==> config.mk <==
export PLATFORM = sky130hd
export DESIGN_NAME = four_req_rr_arbiter
export DESIGN_NICKNAME = d
export VERILOG_FILES = /design/src/rtl/four_req_rr_arbiter.sv
export SDC_FILE = /design/constraint.sdc
export NUM_CORES = 1
export LEC_CHECK = 0
export ABC_AREA = 1
export CAP_MARGIN = 20
export CORE_MARGIN = 5
export CORE_UTILIZATION = 40
export DETAILED_ROUTE_END_ITERATION = 8
export PLACE_DENSITY = 0.74
export SYNTH_ARGS = -nofsm -noshare
export SYNTH_HDL_FRONTEND = slang
export SYNTH_SLANG_ARGS = --single-unit
==> constraint.sdc <==
create_clock -name clk -period 1.51 [get_ports clk]
set_input_delay 0.3775 -clock clk [delete_from_list [all_inputs] [get_ports clk]]
set_output_delay 0.3775 -clock clk [all_outputs]
set_load 0.05 [all_outputs]
==> src/rtl/four_req_rr_arbiter.sv <==
// Four-requester round-robin arbiter with one-hot and encoded grant, held until release.
// Optional hold-time limit compiled in with ARB_HOLD_TIMEOUT_EN.
//
// state | meaning
// IDLE  | no owner; arbitrate among req from last+1 on the next edge
// OWN   | grant held for grant_idx until its req drops (or hold limit expires)
module four_req_rr_arbiter #(
   parameter int CNT_W    = 4,
   parameter int MAX_HOLD = 15
) (
   input  logic       clk,
   input  logic       rst_n,
   input  logic [3:0] req,
   output logic [3:0] grant,
   output logic [1:0] grant_idx,
   output logic       grant_valid,
   output logic       timeout
);

   typedef enum logic {IDLE, OWN} state_t;

   state_t     state_q, state_d;
   logic [1:0] last_q, last_d;
   logic [3:0] grant_d;
   logic [1:0] idx_d;
   logic       found;
   logic [1:0] pick;
   logic [1:0] cand;
   logic       hold_expired;
   logic       timeout_d;

   // Walk from the farthest candidate back so the nearest to last+1 wins.
   always_comb begin
      found = 1'b0;
      pick  = last_q;
      cand  = last_q;
      for (int k = 4; k >= 1; k--) begin
         cand = last_q + 2'(k);
         if (req[cand]) begin
            found = 1'b1;
            pick  = cand;
         end
      end
   end

`ifdef ARB_HOLD_TIMEOUT_EN
   logic [CNT_W-1:0] cnt_q;
   logic             timeout_q;

   assign hold_expired = (cnt_q == CNT_W'(MAX_HOLD));

   always_ff @(posedge clk or negedge rst_n) begin
      if (!rst_n) begin
         cnt_q     <= '0;
         timeout_q <= 1'b0;
      end else begin
         cnt_q     <= (state_d == OWN && state_q == OWN) ? cnt_q + 1'b1 : '0;
         timeout_q <= timeout_d;
      end
   end

   assign timeout = timeout_q;
`else
   assign hold_expired = 1'b0;
   assign timeout      = 1'b0;
`endif

   always_comb begin
      state_d   = state_q;
      grant_d   = grant;
      idx_d     = grant_idx;
      last_d    = last_q;
      timeout_d = 1'b0;
      case (state_q)
         IDLE: begin
            if (found) begin
               state_d = OWN;
               grant_d = 4'b0001 << pick;
               idx_d   = pick;
               last_d  = pick;
            end
         end
         OWN: begin
            if (!req[grant_idx]) begin
               state_d = IDLE;
               grant_d = 4'b0000;
               idx_d   = 2'b00;
            end else if (hold_expired) begin
               // Revoked owner stays in last so the others go first next time.
               state_d   = IDLE;
               grant_d   = 4'b0000;
               idx_d     = 2'b00;
               timeout_d = 1'b1;
            end
         end
         default: begin
            state_d = IDLE;
            grant_d = 4'b0000;
            idx_d   = 2'b00;
         end
      endcase
   end

   always_ff @(posedge clk or negedge rst_n) begin
      if (!rst_n) begin
         state_q   <= IDLE;
         grant     <= 4'b0000;
         grant_idx <= 2'b00;
         last_q    <= 2'b11;
      end else begin
         state_q   <= state_d;
         grant     <= grant_d;
         grant_idx <= idx_d;
         last_q    <= last_d;
      end
   end

   assign grant_valid = |grant;

endmodule
# Word level (Yosys, flattened, before mapping)
# Cells that the tools add are included.
# word_totals
inputBits,6
ff_bits,9
out_inout_bits,8
# op_classes
order_cmp,5
reduce_logical,3
add_sub_neg,3
n_bitwise,1
eq_ne,2
shifts,1
n_mux,26
# op_table
op,n
$lt A2 B3 Y1 const B,5
$mux W1,11
$bmux W1 S2,5
$mux W2,5
$mux W4,2
$pmux W4 S2,1
$add A2 B2 Y2 const B,2
$ne A2 B2 Y1 const B,2
$pmux W2 S2,1
$reduce_and A2 Y1,2
$reduce_or A4 Y1,1
$shl A1 B2 Y4 const A,1
$add A2 B1 Y2 const B,1
$pmux W1 S2,1
$not A1 Y1,1

# Longest topological paths before layout
# depth
word_depth,9
depth_mapped,11
ltp_nobuf,10

# Least setup slack after synthesis
# Ideal clock, no wire load.
# synth_path
path_type,reg2out
start,register grant[1]
end,output port grant_valid
arrival_ps,1385
slack_ps,-253
path_stages_with_launch,2
path_buffers,0
path_cell_list,dfrtp_1 > or4_1
# synth_via
elab_chain_len,1
# synth_lines
element,line_no,text
from (decl),14,"output logic [3:0] grant,"
from (signal assigned),112,grant <= grant_d;
$reduce_or A4 Y1,118,assign grant_valid = |grant;
to (decl),16,"output logic grant_valid,"
# Every way passes these cells.

# Worst setup path after layout
# layout_path
start,register grant[2]
end,output port grant_valid
# Same word-level chain as after synthesis.

==> results.md <==
Timing:
- The final hold violation count is 0.
- Hold timing on the final database bottoms out at a slack of 0.407 ns.
- Setup violations remaining at the end of the flow were counted as 8.
- The routed design could run at a clock period as short as 1.73 ns.
- The final max-slew violation count is 0.
- Setup repair after global routing could not meet its margin everywhere.
- The maximum achievable frequency is 577 MHz.
- The worst clock skew is 0.00637 ns.
- Setup slack on the critical path of the routed design comes to -0.222 ns.
- After layout, the worst path uses 115% of the clock period.

Floorplan:
- The floorplan die width is 51.1 um.
- Once the floorplan was initialized, standard cells occupied 43.3% of the core.
- The site row count is 14.
- The number of ports placed on the die boundary is 14.
- The die area is 0.00261 mm2.
- From bottom edge to top edge, the die measures 51.1 um.
- The placeable core region is 0.00156 mm2.

Detailed routing:
- The first detailed-routing pass took 4 iterations.
- Dividing the detail-routed wire length by the instance count gives 13.4 um.
- The final wirelength is 1800 um.
- After detailed routing, the number of remaining DRC violations is 0.
- The ratio of routed vias to standard cells is 5.01.
- The detailed router finished its first iteration with 3 violations.
- The via count is 671.
- Once detail routing completed, the nets flagged for antenna violations numbered 0.

Worst setup path:
- The family with the most delay on the worst path is simple AND/OR/NAND/NOR gates.
- The arrival time at the worst endpoint is 1.35 ns.
- The count of buffer and inverter cells on the critical path is 1.
- Walking the worst path, the cells encountered are or4_4, buf_6.
- The worst stage delay on the critical path is 0.53 ns.
- The capturing element type of the critical path is an output pin.
- For the worst setup path, the data required time is 1.13 ns.
- The critical-path cell with the highest stage delay is sky130_fd_sc_hd__or4_4.
- The critical path launch point type is a flip-flop.
- Of all nets on the critical path, the largest fanout is 2.
- The path type of the worst setup path is flip-flop to output pin.

CTS:
- The buffer type at the clock tree root is sky130_fd_sc_hd__clkbuf_4.
- The TritonCTS buffer count is 3.
- The clock latency reported for the late side of the worst-skew pair is 0.26 ns.
- The TritonCTS clock tree is yes.
- The H-tree depth is 1.
- The clock drives 9 sinks.
- The clock input transition at the sequential cells of the worst setup and hold paths is 0.06 ns.
- The clock passes through at most 2 buffers.

Final layout:
- The area added between synthesis and finish is 64.0%.
- The fraction of layout cells with a size suffix above 1 is 62.7%.
- Leaving out filler cells and counting taps, the final layout contains 134.
- Measured on the finished design, the core utilization comes to 70.9%.
- The antenna diode count is 0.
- The final layout net count is 125.

Yosys:
- The mapped cell area is 674 um2.
- The number of different library cells used by synthesis comes to 21.
- The total nets after synthesis is 100.
- The share of flip-flops with an asynchronous set or reset after synthesis is 100%.
- By area the synthesized netlist is led by sky130_fd_sc_hd__dfrtp_1 (26%), sky130_fd_sc_hd__nand2_1 (19%), sky130_fd_sc_hd__nand2_2 (8.3%).
- By count the netlist is led by sky130_fd_sc_hd__nand2_1 (34), sky130_fd_sc_hd__inv_1 (9), sky130_fd_sc_hd__nand2_2 (9), sky130_fd_sc_hd__dfrtp_1 (7), sky130_fd_sc_hd__nand3_1 (6).
- The average cell area after synthesis is 7.17 um2.
- The biggest area contributor in the post-synthesis netlist is sky130_fd_sc_hd__dfrtp_1.
- The number of warnings printed during yosys synthesis is 0.
- The sequential element share of the synthesized area is 33.8%.
- The synthesized design devotes to its leading area cell type 26.0% of total area.
- The synthesized instance count is 94.
- The synthesized design contains 9 register bits.
- Among all cell types in the netlist, the one instantiated most often is sky130_fd_sc_hd__nand2_1.
- The number of enable flip-flop cells after synthesis is 0.
- The predominant post-synthesis flop cell is sky130_fd_sc_hd__dfrtp_1.

Global routing:
- Global routing used 13.1% of the available tracks.
- The total overflow reported by the global router is 0.
- The largest net degree at the start of global routing is 11.
- The number of global-route vias before repair is 627.
- The initial antenna violation count is 0.
- The first global-routing pass estimated 2580 um of wire.

Placed design:
- OpenSTA, run right after detailed placement, puts the worst setup slack at -0.288 ns.
- At the end of routability-driven placement, the weighted congestion stood at 0.927.
- Including well taps, the total number of placed cells is 126.
- The number of port buffers is 12.
- The half-perimeter wire length of the detailed placement result is 1240 um.

Run:
- The tool flagged a number of max-cap violations equal to 0.

Min path:
- The type of the worst min-delay path is primary input to asynchronous set/reset pin.

Status:
- The checks that failed: setup timing.
- The run finished, with violations left.
cell families (layout without fill, tap and decap cells):
family	Yosys count	after routing	share of synthesized area (%)
flip-flops	9	9	33.8
AND/OR/NAND/NOR	56	56	41.0
AO/OA/AOI/OAI	12	12	12.6
other	1	1	0.556
buffers and inverters	16	40	12.1
cell type report:
type	count	area [um2]
clock buffers	4	26.3
fillers	105	453
inverters	14	65.1
multi-input cells	69	477
flip-flops and latches	9	231
well taps	16	20.0
repair buffers	22	287
sequential cells by signal (all words and copies together) (netlist names):
signal	flops
grant	4
last_q	2
state_q	1
grant_idx	2
repair_timing:
action,CTS,global route
cloned,0,1
gates resized for setup,2,32
endpoints found under the setup margin,8,9
hold buffers,0,0
buffers inserted,1,2
pin swaps,0,9
worst paths after layout:
check	start	end	slack [ns]	depth (start not counted)
worst max-delay path	grant[2]	grant_valid	-0.22	2
worst min-delay path	rst_n	grant[0]	0.41	1
worst max register to register	last_q[0]	grant_idx[0]	-0.05	8
worst min register to register	state_q	state_q	0.52	2
max in group asynchronous	rst_n	last_q[0]	0.78	1
min in group clk	state_q	state_q	0.52	2
layout by cell type, fill, tap and decap left out, drive strengths merged, types with 2 or more instances in the layout:
cell type	instances
clkdlybuf4s50	5
nand3	8
nand4	2
clkbuf	5
nand2	45
o21ai	9
a21oi	2
buf	16
dfstp	2
dfrtp	7
inv	14
per-layer routing:
layer / up-vias / global-route usage [%] / share of wire [%]
met1: 321 / 16.6 / 44
li1: 343 / - / -
met3: 2 / 4.36 / 2.5
met4: 0 / 2.69 / 0.22
met2: 5 / 21.9 / 54
met5: - / 0 / 0
through the flow:
stage,cell area (um2),setup TNS (ns)
after floorplan,682,-0.0414
after CTS,961,-0.230
after global routing,1110,-0.999
after global placement,906,-1.81
final,1110,-0.398
after detailed placement,906,-2.12
Power is not shown: default switching activity piles up to over one toggle a cycle in this logic, so the estimate is an artifact.
